**src/rtl/cabac_engine_ctrl_pkg.sv**
```systemverilog
// Shared constants, state encoding and LPS range table for the CABAC regular-bin engine.
// bin_pstate packing: [7:1] = pStateIdx (values above 62 behave as 62), [0] = valMPS.
package cabac_defs;

  localparam logic [8:0]        CABAC_INIT_RANGE = 9'd510;
  localparam logic signed [3:0] CABAC_BN_INIT    = -4'sd8;

  typedef enum logic [2:0] {
    ST_IDLE   = 3'd0,
    ST_INIT0  = 3'd1,
    ST_INIT1  = 3'd2,
    ST_READY  = 3'd3,
    ST_REFILL = 3'd4
  } eng_state_e;

  // rangeTabLPS indexed by {pStateIdx, range[7:6]}
  localparam logic [7:0] CABAC_LPS_TAB [256] = '{
    8'd128, 8'd176, 8'd208, 8'd240, 8'd128, 8'd167, 8'd197, 8'd227, 8'd128, 8'd158, 8'd187, 8'd216, 8'd123, 8'd150, 8'd178, 8'd205,
    8'd116, 8'd142, 8'd169, 8'd195, 8'd111, 8'd135, 8'd160, 8'd185, 8'd105, 8'd128, 8'd152, 8'd175, 8'd100, 8'd122, 8'd144, 8'd166,
    8'd95,  8'd116, 8'd137, 8'd158, 8'd90,  8'd110, 8'd130, 8'd150, 8'd85,  8'd104, 8'd123, 8'd142, 8'd81,  8'd99,  8'd117, 8'd135,
    8'd77,  8'd94,  8'd111, 8'd128, 8'd73,  8'd89,  8'd105, 8'd122, 8'd69,  8'd85,  8'd100, 8'd116, 8'd66,  8'd80,  8'd95,  8'd110,
    8'd62,  8'd76,  8'd90,  8'd104, 8'd59,  8'd72,  8'd86,  8'd99,  8'd56,  8'd69,  8'd81,  8'd94,  8'd53,  8'd65,  8'd77,  8'd89,
    8'd51,  8'd62,  8'd73,  8'd85,  8'd48,  8'd59,  8'd69,  8'd80,  8'd46,  8'd56,  8'd66,  8'd76,  8'd43,  8'd53,  8'd63,  8'd72,
    8'd41,  8'd50,  8'd59,  8'd69,  8'd39,  8'd48,  8'd56,  8'd65,  8'd37,  8'd45,  8'd54,  8'd62,  8'd35,  8'd43,  8'd51,  8'd59,
    8'd33,  8'd41,  8'd48,  8'd56,  8'd32,  8'd39,  8'd46,  8'd53,  8'd30,  8'd37,  8'd43,  8'd50,  8'd29,  8'd35,  8'd41,  8'd48,
    8'd27,  8'd33,  8'd39,  8'd45,  8'd26,  8'd31,  8'd37,  8'd43,  8'd24,  8'd30,  8'd35,  8'd41,  8'd23,  8'd28,  8'd33,  8'd39,
    8'd22,  8'd27,  8'd32,  8'd37,  8'd21,  8'd26,  8'd30,  8'd35,  8'd20,  8'd24,  8'd29,  8'd33,  8'd19,  8'd23,  8'd27,  8'd31,
    8'd18,  8'd22,  8'd26,  8'd30,  8'd17,  8'd21,  8'd25,  8'd28,  8'd16,  8'd20,  8'd23,  8'd27,  8'd15,  8'd19,  8'd22,  8'd25,
    8'd14,  8'd18,  8'd21,  8'd24,  8'd14,  8'd17,  8'd20,  8'd23,  8'd13,  8'd16,  8'd19,  8'd22,  8'd12,  8'd15,  8'd18,  8'd21,
    8'd12,  8'd14,  8'd17,  8'd20,  8'd11,  8'd14,  8'd16,  8'd19,  8'd11,  8'd13,  8'd15,  8'd18,  8'd10,  8'd12,  8'd15,  8'd17,
    8'd10,  8'd12,  8'd14,  8'd16,  8'd9,   8'd11,  8'd13,  8'd15,  8'd9,   8'd11,  8'd12,  8'd14,  8'd8,   8'd10,  8'd12,  8'd14,
    8'd8,   8'd9,   8'd11,  8'd13,  8'd7,   8'd9,   8'd11,  8'd12,  8'd7,   8'd9,   8'd10,  8'd12,  8'd7,   8'd8,   8'd10,  8'd11,
    8'd6,   8'd8,   8'd9,   8'd11,  8'd6,   8'd7,   8'd9,   8'd10,  8'd6,   8'd7,   8'd8,   8'd9,   8'd2,   8'd2,   8'd2,   8'd2
  };

  // Left shifts needed to bring an LPS sub-range back to >= 256.
  function automatic logic [2:0] cabac_renorm_bits(input logic [7:0] lps);
    if (lps[7])      return 3'd1;
    else if (lps[6]) return 3'd2;
    else if (lps[5]) return 3'd3;
    else if (lps[4]) return 3'd4;
    else if (lps[3]) return 3'd5;
    else             return 3'd6;
  endfunction

endpackage

```
**src/rtl/cabac_engine_ctrl_decode_bin.sv**
```systemverilog
// Combinational DecodeBin: one regular-bin arithmetic decode step with renormalisation of
// range and value; byte refill is left to the caller, which receives the shift count.
module cabac_engine_ctrl_decode_bin
  import cabac_defs::*;
#(
  parameter int BIN_WIDTH = 1
) (
  input  logic [8:0]           range_i,
  input  logic [15:0]          value_i,
  input  logic [7:0]           pstate_i,
  output logic [8:0]           range_o,
  output logic [15:0]          value_o,
  output logic [2:0]           num_bits_o,
  output logic [BIN_WIDTH-1:0] bin_o,
  output logic                 lps_o
);

  logic [5:0]  state_idx;
  logic        val_mps;
  logic [7:0]  range_lps;
  logic [8:0]  range_mps;
  logic [15:0] scaled_range;
  logic [15:0] value_lps;

  always_comb begin
    state_idx    = (pstate_i[7:1] > 7'd62) ? 6'd62 : pstate_i[6:1];
    val_mps      = pstate_i[0];
    range_lps    = CABAC_LPS_TAB[{state_idx, range_i[7:6]}];
    range_mps    = range_i - {1'b0, range_lps};
    // value is kept 7 bits left of range, so compare against the scaled MPS sub-range
    scaled_range = {range_mps, 7'd0};
    value_lps    = value_i - scaled_range;
    bin_o        = '0;
    if (value_i < scaled_range) begin
      lps_o    = 1'b0;
      bin_o[0] = val_mps;
      if (range_mps[8]) begin
        num_bits_o = 3'd0;
        range_o    = range_mps;
        value_o    = value_i;
      end else begin
        num_bits_o = 3'd1;
        range_o    = {range_mps[7:0], 1'b0};
        value_o    = {value_i[14:0], 1'b0};
      end
    end else begin
      lps_o      = 1'b1;
      bin_o[0]   = ~val_mps;
      num_bits_o = cabac_renorm_bits(range_lps);
      range_o    = {1'b0, range_lps} << num_bits_o;
      value_o    = value_lps << num_bits_o;
    end
  end

endmodule

```
**src/rtl/cabac_engine_ctrl.sv**
```systemverilog
// CABAC regular-bin engine control: init from two bytes, one DecodeBin per accepted request,
// byte-wise refill of value when bits_needed goes non-negative.
module cabac_engine_ctrl
  import cabac_defs::*;
#(
  parameter int         BIN_WIDTH  = 1,
  parameter logic [8:0] INIT_RANGE = CABAC_INIT_RANGE
) (
  input  logic                 clk,
  input  logic                 rst,
  input  logic                 start,
  input  logic [7:0]           byte_in,
  input  logic                 byte_valid,
  output logic                 byte_ready,
  input  logic                 bin_req,
  input  logic [7:0]           bin_pstate,
  output logic                 bin_ready,
  output logic                 bin_valid,
  output logic [BIN_WIDTH-1:0] bin_out,
  output logic                 bin_lps,
  output logic [8:0]           range_q,
  output logic [15:0]          value_q,
  output logic [2:0]           dbg_state,
  output logic [3:0]           dbg_bits_needed
);

  // Handshakes: a byte moves on a rising edge where byte_valid & byte_ready, a request is
  // taken where bin_req & bin_ready. Both readies depend only on state and start, never on
  // valid/req; start forces both low so a restart never swallows a byte or a request.

  eng_state_e                  state_q, state_d;
  logic [8:0]                  range_d;
  logic [15:0]                 value_d;
  logic signed [3:0]           bits_needed_q, bits_needed_d, bn_next;
  logic                        bin_valid_q, bin_valid_d;
  logic [BIN_WIDTH-1:0]        bin_out_q, bin_out_d;
  logic                        bin_lps_q, bin_lps_d;
  logic                        byte_hs, bin_hs;
  logic [15:0]                 refill_value;

  logic [8:0]                  dec_range;
  logic [15:0]                 dec_value;
  logic [2:0]                  dec_num_bits;
  logic [BIN_WIDTH-1:0]        dec_bin;
  logic                        dec_lps;

  cabac_engine_ctrl_decode_bin #(
    .BIN_WIDTH(BIN_WIDTH)
  ) u_decode_bin (
    .range_i    (range_q),
    .value_i    (value_q),
    .pstate_i   (bin_pstate),
    .range_o    (dec_range),
    .value_o    (dec_value),
    .num_bits_o (dec_num_bits),
    .bin_o      (dec_bin),
    .lps_o      (dec_lps)
  );

  always_comb begin
    byte_ready = 1'b0;
    bin_ready  = 1'b0;
    if (!start) begin
      byte_ready = (state_q == ST_INIT0) || (state_q == ST_INIT1) || (state_q == ST_REFILL);
      bin_ready  = (state_q == ST_READY);
    end
  end

  assign byte_hs      = byte_valid & byte_ready;
  assign bin_hs       = bin_req & bin_ready;
  assign bn_next      = bits_needed_q + $signed({1'b0, dec_num_bits});
  // bits_needed is 0..5 in REFILL; carries past bit 15 are dropped
  assign refill_value = value_q + ({8'd0, byte_in} << bits_needed_q[2:0]);

  always_comb begin
    state_d       = state_q;
    range_d       = range_q;
    value_d       = value_q;
    bits_needed_d = bits_needed_q;
    bin_valid_d   = 1'b0;
    bin_out_d     = bin_out_q;
    bin_lps_d     = bin_lps_q;
    if (start) begin
      state_d = ST_INIT0;
    end else begin
      case (state_q)
        ST_INIT0: begin
          if (byte_hs) begin
            value_d = {byte_in, value_q[7:0]};
            state_d = ST_INIT1;
          end
        end
        ST_INIT1: begin
          if (byte_hs) begin
            value_d       = {value_q[15:8], byte_in};
            range_d       = INIT_RANGE;
            bits_needed_d = CABAC_BN_INIT;
            state_d       = ST_READY;
          end
        end
        ST_READY: begin
          if (bin_hs) begin
            range_d       = dec_range;
            value_d       = dec_value;
            bits_needed_d = bn_next;
            bin_valid_d   = 1'b1;
            bin_out_d     = dec_bin;
            bin_lps_d     = dec_lps;
            state_d       = bn_next[3] ? ST_READY : ST_REFILL;
          end
        end
        ST_REFILL: begin
          if (byte_hs) begin
            value_d       = refill_value;
            bits_needed_d = bits_needed_q - 4'sd8;
            state_d       = ST_READY;
          end
        end
        default: ;
      endcase
    end
  end

  always_ff @(posedge clk or posedge rst) begin
    if (rst) begin
      state_q       <= ST_IDLE;
      range_q       <= INIT_RANGE;
      value_q       <= 16'd0;
      bits_needed_q <= CABAC_BN_INIT;
      bin_valid_q   <= 1'b0;
      bin_out_q     <= '0;
      bin_lps_q     <= 1'b0;
    end else begin
      state_q       <= state_d;
      range_q       <= range_d;
      value_q       <= value_d;
      bits_needed_q <= bits_needed_d;
      bin_valid_q   <= bin_valid_d;
      bin_out_q     <= bin_out_d;
      bin_lps_q     <= bin_lps_d;
    end
  end

  assign bin_valid       = bin_valid_q;
  assign bin_out         = bin_out_q;
  assign bin_lps         = bin_lps_q;
  assign dbg_state       = state_q;
  assign dbg_bits_needed = bits_needed_q;

endmodule

```
**config.mk**
```make
export PLATFORM = sky130hd
export DESIGN_NAME = cabac_engine_ctrl
export DESIGN_NICKNAME = d
export VERILOG_FILES = /design/src/rtl/cabac_engine_ctrl_pkg.sv /design/src/rtl/cabac_engine_ctrl_decode_bin.sv /design/src/rtl/cabac_engine_ctrl.sv
export SDC_FILE = /design/constraint.sdc
export NUM_CORES = 1
export LEC_CHECK = 0
export ABC_AREA = 1
export CAP_MARGIN = 0
export CORE_AREA = 2 2 174 176
export DETAILED_ROUTE_END_ITERATION = 10
export DIE_AREA = 0 0 176 178
export MAX_ROUTING_LAYER = met4
export PLACE_DENSITY = 0.51
export SLEW_MARGIN = 15
export SYNTH_ARGS = -nofsm -noshare
export SYNTH_HDL_FRONTEND = slang
export SYNTH_HIERARCHICAL = 1
export SYNTH_SLANG_ARGS = --single-unit
```
**constraint.sdc**
```tcl
create_clock -name clk -period 6.45 [get_ports clk]
set_input_delay 1.935 -clock clk [delete_from_list [all_inputs] [get_ports clk]]
set_output_delay 1.935 -clock clk [all_outputs]
set_load 0.01 [all_outputs]
```
* Word-level counts from Yosys, hierarchy flattened
Memories as Yosys holds them, arrays and structs flattened. Index checks and enable logic that the tools add are counted.
Word-level totals: memories 1, ROM bits 2048, output and inout port bits 37, flip-flop bits (word level) 35
Operators by class: bitwise operators 7, order comparisons 3, muxes and demuxes 40, reductions and logical operators 13, shifts and indexed selects 3, equal/unequal tests 12, add/subtract/negate cells 5
Memories:
- (name not given) | depth 256, bits a word 8, read ports 1, clocked after Yosys merged registers in 0, wr ports 0, line cabac_engine_ctrl_decode_bin.sv:28 | range_lps = CABAC_LPS_TAB[{state_idx, range_i[7:6]}];
Operator list (number):
- 2-to-1 mux 16 bit | 5
- case mux 16 bit (4 select lines) | 1
- 2-to-1 mux 9 bit | 4
- 2-to-1 mux 3 bit | 11
- 2-to-1 mux 8 bit | 3
- case mux 9 bit (2 select lines) | 1
- adder 16 bit | 1
- < comparator 16 bit | 1
- << shifter 16 x 3 -> 16 bit | 1
- << shifter 8 x 3 -> 16 bit | 1
- subtractor 16 bit | 1
- AND reduction 7 bit | 2
- 2-to-1 mux 4 bit | 3
- case mux 4 bit (3 select lines) | 1
- greater-or-equal comparator 9 bit (second input constant) | 1
- != test 3 bit (second input constant) | 3
- NOT 8 -> 9 bit | 1
- case mux 3 bit (3 select lines) | 1
- << shifter 8 x 3 -> 9 bit | 1
- subtractor 9 x 8 -> 9 bit | 1
- 2-to-1 mux 1 bit | 8
- != test 2 bit (second input constant) | 4
- AND reduction 4 bit | 2
- > comparator 7 x 6 -> 1 bit (second input constant) | 1
- 17 further kinds | 24

* Longest topological paths before layout
Gate-level depths: netlist of run 1.
word-level depth 18, gate-level depth with buffers 47, mapped depth without buffers 45

* By module
The synthesis of run 1 kept the hierarchy.
By module, submodules not included:
- cabac_engine_ctrl_decode_bin | times used 1, cells an instance 811, seq. area each 0.0 sq um, area each 4145.2 sq um
- cabac_engine_ctrl | times used 1, cells an instance 485, seq. area each 887.1 sq um, area each 3163.0 sq um

* Worst setup path after synthesis of run 1
OpenSTA, ideal clock, no wires.
path kind input-to-reg, start point input bin_pstate[1], end point register state_q[0], in the netlist dbg_state[0], buffers on the path 5, data required time 6.333 ns, setup time 0.117 ns, arrival 6.958 ns, setup slack -0.625 ns, cell stages on the path 42, cells stage by stage buf_4 > nand2_2 > nor2_4 > nand2_8 > nand3_2 > inv_2 > buf_2 > buf_4 > clkbuf_1 > nand3_1 > nand2_1 > o221ai_1 > nand3_1 > nand2_1 > ha_1 > fa_1 > nand3b_1 > nand2_1 > [6 not listed] > nand2_1 > ha_1 > nand2_1 > inv_1 > o211ai_1 > nand3_2 > inv_1 > nor2_4 > buf_4 > ha_1 > a21oi_1 > inv_1 > nand2_1 > nand2_1 > nand2_1 > nand3_1 > nor2_1 > nor2_1
Between the ends: elaborated cells on any way between the ends 21, those cells by class add/sub: 2; order compare: 2; mux: 15; bitwise: 1; memory: 1
RTL lines:
- start, declared | line cabac_engine_ctrl.sv:16 | input logic [7:0] bin_pstate,
- > comparator 7 x 6 -> 1 bit | line cabac_engine_ctrl_decode_bin.sv:26 | state_idx = (pstate_i[7:1] > 7'd62) ? 6'd62 : pstate_i[6:1];
- 2-to-1 mux 6 bit * | line cabac_engine_ctrl_decode_bin.sv:26
- NOT 8 -> 9 bit (implied by the code) * | line cabac_engine_ctrl_decode_bin.sv:28
- memory read (256 x 8 bit) *
- 2-to-1 mux 8 bit (implied by the code) * (2 in a row) | line cabac_engine_ctrl_decode_bin.sv:28
- branches (longest 4 deep; another with < comparator 16 bit)
- 2-to-1 mux 3 bit * | line cabac_engine_ctrl_decode_bin.sv:34 | if (value_i < scaled_range) begin
- via dec_num_bits[2] | line cabac_engine_ctrl.sv:43 | logic [2:0] dec_num_bits;
- adder 4 bit * | line cabac_engine_ctrl.sv:71 | assign bn_next = bits_needed_q + $signed({1'b0, dec_num_bits});
- 2-to-1 mux 3 bit * | line cabac_engine_ctrl.sv:109 | state_d = bn_next[3] ? ST_READY : ST_REFILL;
- 2-to-1 mux 3 bit * | line cabac_engine_ctrl.sv:102 | if (bin_hs) begin
- case mux 3 bit (3 select lines) * | line cabac_engine_ctrl.sv:86 | case (state_q)
- 2-to-1 mux 3 bit * | line cabac_engine_ctrl.sv:83 | if (start) begin
- end signal, assigned | line cabac_engine_ctrl.sv:134 | state_q <= state_d;
- end, declared | line cabac_engine_ctrl.sv:31 | eng_state_e state_q, state_d;
Mark *: on every way through the listed nets, which the timed path passes. The select of a mux whose other input is x is not followed. A chain may end at the register's enable or synchronous reset.

* Worst setup path in the final report of run 1
start point input bin_pstate[5], end point register bits_needed_q[2], in the netlist dbg_bits_needed[2]
Between the ends: word-level cells in the longest chain between the ends 16, elaborated cells on any way between the ends 19, those cells by class add/sub: 2; order compare: 2; mux: 13; bitwise: 1; memory: 1
RTL lines:
- > comparator 7 x 6 -> 1 bit | line cabac_engine_ctrl_decode_bin.sv:26
- 2-to-1 mux 6 bit * | line cabac_engine_ctrl_decode_bin.sv:26
- NOT 8 -> 9 bit (implied by the code) * | line cabac_engine_ctrl_decode_bin.sv:28
- memory read (256 x 8 bit) *
- 2-to-1 mux 8 bit (implied by the code) * (2 in a row) | line cabac_engine_ctrl_decode_bin.sv:28
- branches (longest 6 deep; another with < comparator 16 bit)
- 2-to-1 mux 3 bit * | line cabac_engine_ctrl_decode_bin.sv:34
- via dec_num_bits[0] | line cabac_engine_ctrl.sv:43
- adder 4 bit * | line cabac_engine_ctrl.sv:71
- 2-to-1 mux 4 bit * | line cabac_engine_ctrl.sv:102
- case mux 4 bit (3 select lines) * | line cabac_engine_ctrl.sv:86
- end signal, assigned | line cabac_engine_ctrl.sv:137 | bits_needed_q <= bits_needed_d;
- end, declared | line cabac_engine_ctrl.sv:34 | logic signed [3:0] bits_needed_q, bits_needed_d, bn_next;
Marked as above.

==> results.py, run 1 <==
metrics = {
    "power": {
        "power_density_nw_per_um2": 618,
        "ir_drop_uv": 404,
        "finalPower_mw": 6.68,
        "leakage_nw": 5.46,
    },
    "synthesis": {
        "syn_nets": 1364,
        "async_reset_ff_share_pct": 100,
        "synth.distinct_cells": 51,
        "synth_top_family_by_area": "simple AND/OR/NAND/NOR gates",
        "yosysTopAreaCell": "nand2_1",
        "syn_area_per_cell_sq_um": 5.64,
        "synth_compound_area_share_pct": 15.7,
        "yosys_warnings": 6,
        "synth_area_sq_um": 7310,
        "synthTopCellsByArea": "nand2_1 (20%), nand3_1 (16%), dfrtp_1 (8.9%), ha_1 (7.4%), inv_1 (7.2%)",
        "yosys-top-cells-count": "nand2_1 (399), nand3_1 (232), inv_1 (140)",
        "synth_top_area_share_pct": 20.5,
        "synth_most_common_cell": "nand2_1",
        "synthFlopType": "dfrtp_1",
        "syn_inst": 1296,
        "synth.area.mux_share_pct": 0.548,
        "synthXorXnorAreaFrac_pct": 1.32,
        "ys_seq_area_share_pct": 12.1,
        "synth_edf_count": 0,
        "synthAdderAreaFrac_pct": 8.46,
        "synthSimpleGateAreaFrac_pct": 49.3,
        "ys_ff_latch": 35,
    },
    "route": {
        "wl_mm": 32.7,
        "post_drt_wl_per_cell_um": 16.9,
        "drc": 0,
        "viasPerCell": 5.08,
        "vias": 9848,
        "ant_nets": 0,
        "initialDrtViolationCount": 1139,
        "firstDrtPassIters": 8,
    },
    "floorplanning": {
        "coreArea_sq_um": 29400,
        "io_pins": 58,
        "die_area_sq_um": 31300,
        "initial_core_util_pct": 24.9,
        "num_rows": 63,
        "die_w_um": 176,
        "die_y_um": 178,
    },
    "setup_path": {
        "path_class": "input pin to register",
        "slowest_delay_ns": 0.37,
        "critPathMostFrequentCell": "nand2_1",
        "rr_worst_depth": 36,
        "rr_startpoint": "range_q[6]$_DFFE_PP1P_",
        "endpoint_kind": "register",
        "slowest_stage": "fa_2",
        "cp.required_ns": 6.66,
        "rr_endpoint": "dbg_bits_needed[2]$_DFFE_PP0P_",
        "crit_arrival_ns": 6.78,
        "path_max_fanout": 8,
        "timing.reg2reg.setup_slack_ns": 0.62,
        "crit_path_start_kind": "input pin",
    },
    "timing": {
        "layout_setup_ws_ns": -0.125,
        "rsz0062_at_grt": "true",
        "setup_viol": 6,
        "final_hold_viol_count": 0,
        "drv_slew": 0,
        "skew_ns": 0.0127,
        "post-route-min-period_ns": 6.57,
        "whs_ns": 0.489,
        "max_slew_margin_pct": 58.6,
        "setup_tns_ns": -0.354,
        "fin_crit_sh_pct": 102,
        "worst_pin_slew_ns": 0.622,
        "fmax_mhz": 152,
    },
    "layout": {
        "seq_area_sq_um": 887,
        "multiInputGateArea_sq_um": 6040,
        "drive_gt1_share_pct": 27.8,
        "nNetsFinal": 1616,
        "fill_cells": 3173,
        "synthToLayoutAreaGrowth_pct": 48.0,
        "final_area_sq_um": 10800,
        "diodes": 0,
    },
    "placed_design": {
        "place_area_sq_um": 9820,
        "place.detailed.hpwl_mm": 25.4,
        "place_ws_ns": -1.00,
        "gp_congestion": 1.00,
        "port_buffers": 57,
    },
    "clocking": {
        "clk_pin_slew_ns": 0.06,
        "cts_max_path_buffers": 2,
        "ctsHtreeMaxLevel": 2,
        "hold_buffers": 0,
        "cts_buffers": 5,
        "root_buffer": "clkbuf_16",
        "clock_sinks": 35,
        "cts_tree": "yes",
        "clk_latency_ns": 0.30,
    },
    "global_routing": {
        "antenna_found_initial": 0,
        "grt_pass1_vias": 9233,
        "grt_max_degree": 36,
        "grt_overflow": 0,
        "grt_use_total_pct": 21.2,
        "grt_pass1_wl_mm": 50.9,
    },
    "job": {
        "cap_violations": 0,
    },
    "worst_hold_path": {
        "hold_path_end": "bin_lps$_DFFE_PP0P_",
        "hp-start": "bin_lps$_DFFE_PP0P_",
        "min_path_cells": 2,
        "hold_class": "register to register",
    },
    "outcome": {
        "failed_checks": "setup timing",
        "status": "complete, but fails checks",
    },
}
==> critical path, delay by kind of cell <==
kind | cells | cell delay (ns)
buffers and inverters | 6 | 0.43
xor gates and xnor gates | 1 | 0.18
adders and majority gates | 5 | 1.29
and+or+nand+nor | 18 | 2.07
AOI/OAI and AO/OA | 9 | 0.88
==> cells by family after synthesis <==
family,after synthesis
AO/OA/AOI/OAI,190
XOR/XNOR,11
adder cells (fa/ha/maj),47
buffers and inverters,212
flip-flops,35
multiplexers,4
AND/OR/NAND/NOR,797
==> registers in the layout, summed over array words and instances (netlist names) <==
name,cells
dbg_state,3
value_q,16
bin_valid,1
bin_lps,1
dbg_bits_needed,4
bin_out,1
range_q,9
==> power breakdown <==
| part | switching, mW | internal, mW | total, mW |
|---|---|---|---|
| clock network | 0.106 | 0.143 | 0.249 |
| logic | 3.26 | 2.61 | 5.86 |
| registers | 0.229 | 0.338 | 0.566 |
==> metal layers <==
layer	wire length, um	global-route usage, %
met2	14700	33.9
met3	2240	1.60
met5	0	-
met4	799	6.51
met1	15000	28.6
==> placed cells by master (no fill, tap or decap), drive strengths merged, types with 2 or more instances in the layout <==
master         synthesis  routed
nand2                413     413
buf                   46     247
nand3                239     240
inv                  155     156
nor2                  93      93
o21ai                 86      86
a21oi                 51      51
clkdlybuf4s50          0      50
ha                    43      43
nand4                 29      29
dfrtp                 26      26
a22oi                 20      20
o211ai                13      13
nor3                   9       9
dfstp                  9       9
clkbuf                10       8
xor2                   7       7
nand3b                 6       6
mux2i                  4       4
xnor2                  4       4
a31oi                  4       4
fa                     4       4
a221oi                 3       3
a21boi                 3       3
or2                    3       3
and2                   3       3
o31ai                  3       3
o2111ai                2       2
o221ai                 2       2
clkinv                 1       2
==> per-stage QoR <==
stage / std cells / utilization, %
6_report: 1939 / 36.8
3_5_place_dp: 1891 / 33.4
3_3_place_gp: 1891 / 33.4
2_1_floorplan: 1296 / -
5_1_grt: 1939 / 36.8
4_1_cts: 1929 / 35.6
==> worst max-delay path by stage <==
stage                              from                              to  cells past startpoint
after floorplan           bin_pstate[1]  dbg_bits_needed[1]$_DFFE_PP0P_                     40
after global placement    bin_pstate[2]  dbg_bits_needed[1]$_DFFE_PP0P_                     38
after detailed placement  bin_pstate[2]  dbg_bits_needed[1]$_DFFE_PP0P_                     38
after CTS                 bin_pstate[1]  dbg_bits_needed[1]$_DFFE_PP0P_                     39
after global routing      bin_pstate[2]  dbg_bits_needed[2]$_DFFE_PP0P_                     40
final                     bin_pstate[5]  dbg_bits_needed[2]$_DFFE_PP0P_                     39
==> final cells by class <==
type                       count  share of cell area [%]
timing repair inverter         1                  0.0347
inverter                     156                    5.60
timing repair buffer         299                    24.6
clock inverter                 1                  0.0463
clock buffer                   7                    1.23
multi-input combinational   1050                    55.8
tap                          390                    4.51
sequential                    35                    8.20
==> repair_timing <==
action / CTS / global route
pin swaps: 47 / 59
resized for setup: 95 / 76
endpoints found under the setup margin: 32 / 31
cloned: 5 / 1
buffers inserted: 25 / 11
Power figures use the tool's default switching activity.
==> run 2, diff against run 1 <==
- PLACE_DENSITY: 0.51 -> not set
- PLACE_DENSITY_LB_ADDON: not set -> 0.25
==> results.py, run 2 (synthesis results as in run 1) <==
metrics = {
    "power": {
        "p_comb_share_pct": 87.8,
        "switchingPower_mw": 3.63,
        "power.clock.fraction_pct": 3.8,
        "internal-power_mw": 3.15,
        "ir_drop_uv": 329,
        "power_density_nw_per_um2": 622,
        "leakage_nw": 5.52,
        "seq_power_share_pct": 8.4,
        "switching_share_pct": 53.5,
    },
    "route": {
        "firstDrtPassIters": 7,
        "vias": 9913,
        "ant_nets": 0,
        "initialDrtViolationCount": 822,
        "drc": 0,
        "post_drt_wl_per_cell_um": 16.9,
        "viasPerCell": 5.11,
        "wl_mm": 32.8,
    },
    "clocking": {
        "cts_tree": "yes",
        "ctsHtreeMaxLevel": 2,
        "cts_max_path_buffers": 2,
        "clk_pin_slew_ns": 0.06,
        "cts_buffers": 5,
        "clock_sinks": 35,
        "hold_buffers": 0,
        "clk_latency_ns": 0.29,
        "root_buffer": "clkbuf_16",
    },
    "timing": {
        "max_slew_margin_pct": 58.7,
        "setup_tns_ns": -0.183,
        "worst_pin_slew_ns": 0.619,
        "drv_slew": 0,
        "final_hold_viol_count": 0,
        "setup_viol": 6,
        "post-route-min-period_ns": 6.50,
        "fmax_mhz": 154,
        "fin_crit_sh_pct": 101,
        "skew_ns": 0.0132,
        "layout_setup_ws_ns": -0.0467,
        "rsz0062_at_grt": "true",
    },
    "worst_hold_path": {
        "hold_class": "register to register",
    },
    "global_routing": {
        "grt_pass1_wl_mm": 51.8,
        "antenna_found_initial": 0,
        "grt_max_degree": 36,
        "grt_overflow": 0,
        "grt_use_total_pct": 21.4,
        "grt_pass1_vias": 9455,
    },
    "setup_path": {
        "path_class": "input pin to register",
        "crit_arrival_ns": 6.67,
        "critPathMostFrequentCell": "nand2_1",
        "slowest_stage": "ha_4",
        "crit_path_start_kind": "input pin",
        "path_max_fanout": 7,
        "cp.required_ns": 6.62,
        "slowest_delay_ns": 0.29,
        "endpoint_kind": "register",
    },
    "layout": {
        "fin_util_pct": 37.1,
        "regMostFlops": "value_q",
        "drive_gt1_share_pct": 27.9,
        "diodes": 0,
        "synthToLayoutAreaGrowth_pct": 49.2,
        "nNetsFinal": 1618,
        "fill_cells": 3172,
        "largest_reg_flops": 16,
        "layout_common_cells": "nand2_1 (373), nand3_1 (219), buf_4 (211), inv_1 (130), nor2_1 (74)",
        "final_common_cell": "nand2_1",
    },
    "floorplanning": {
        "coreArea_sq_um": 29400,
        "die_w_um": 176,
        "die_y_um": 178,
        "initial_core_util_pct": 24.9,
        "die_area_sq_um": 31300,
        "io_pins": 58,
        "num_rows": 63,
    },
    "placed_design": {
        "port_buffers": 57,
        "place.detailed.hpwl_mm": 25.6,
        "gp_congestion": 0.940,
    },
    "outcome": {
        "status": "complete, but fails checks",
        "failed_checks": "setup timing",
    },
    "job": {
        "cap_violations": 0,
    },
}
-- run 2: path summary, 6_finish.rpt --
| check | start | to | slack (ns) | cells past startpoint |
|---|---|---|---|---|
| setup / recovery | bin_pstate[4] | dbg_state[0]$_DFFE_PP0P_ | -0.05 | 43 |
| max in group asynchronous | rst | range_q[4]$_DFFE_PP1P_ | 4.00 | 3 |
| hold / removal | bin_out$_DFFE_PP0P_ | bin_out$_DFFE_PP0P_ | 0.49 | 2 |
| min in group asynchronous | rst | bin_valid$_DFF_PP0_ | 2.07 | 3 |
| hold reg to reg | bin_out$_DFFE_PP0P_ | bin_out$_DFFE_PP0P_ | 0.49 | 2 |
| setup reg to reg | range_q[6]$_DFFE_PP1P_ | dbg_state[0]$_DFFE_PP0P_ | 0.69 | 40 |
-- run 2: power groups by stage --
| stage | combinational (mW) | sequential (mW) | clock [mW] |
|---|---|---|---|
| after global routing | 6.55 | 0.588 | 0.271 |
| after floorplan | 3.21 | 0.512 | 0 |
| after detailed placement | 5.21 | 0.569 | 0 |
| final | 5.96 | 0.567 | 0.258 |
| after CTS | 5.49 | 0.569 | 0.262 |
| after global placement | 5.24 | 0.570 | 0 |
-- run 2: area by class of cell --
type / count / area (sq um) / area share, %
sequential: 35 / 887 / 8.14
timing repair buffer: 303 / 2760 / 25.3
clock inverter: 1 / 5.00 / 0.0459
tap: 390 / 488 / 4.48
inverter: 156 / 611 / 5.60
clock buffer: 7 / 143 / 1.31
multi-input combinational: 1049 / 6010 / 55.2
-- run 2: layer usage --
metal / global-route usage [%] / part of all wire [%] / vias up
met5: - / 0 / -
li1: - / - / 4847
met1: 28.0 / 45 / 4575
met4: 6.75 / 2.7 / 0
met3: 1.81 / 6.1 / 64
met2: 35.2 / 46 / 427
-- run 2: repair_timing --
| item | CTS | global route |
|---|---|---|
| cloned | 4 | 1 |
| setup endpoints to repair | 33 | 31 |
| pin swaps | 78 | 28 |
| setup buffers | 27 | 8 |
| gates resized for setup | 131 | 49 |
-- run 2: per-stage QoR --
step	setup slack (ns)	cell area [sq um]	hold slack (ns)	total power, mW	std cells
after CTS	-0.0289	10700	0.493	6.32	1932
after detailed placement	-1.07	9820	0.476	5.78	1893
after floorplan	-0.243	7520	0.496	3.72	1296
after global routing	-0.412	10900	0.508	7.40	1941
after global placement	-1.01	9820	0.470	5.81	1893
final	-0.0467	10900	0.488	6.78	1941
-- run 2: critical path: cells and delay by family --
kind | cells | cell delay (ns)
AND/OR/NAND/NOR | 24 | 2.21
adder cells (fa/ha/maj) | 3 | 0.72
buffers and inverters | 10 | 0.95
AO/OA/AOI/OAI | 6 | 0.83
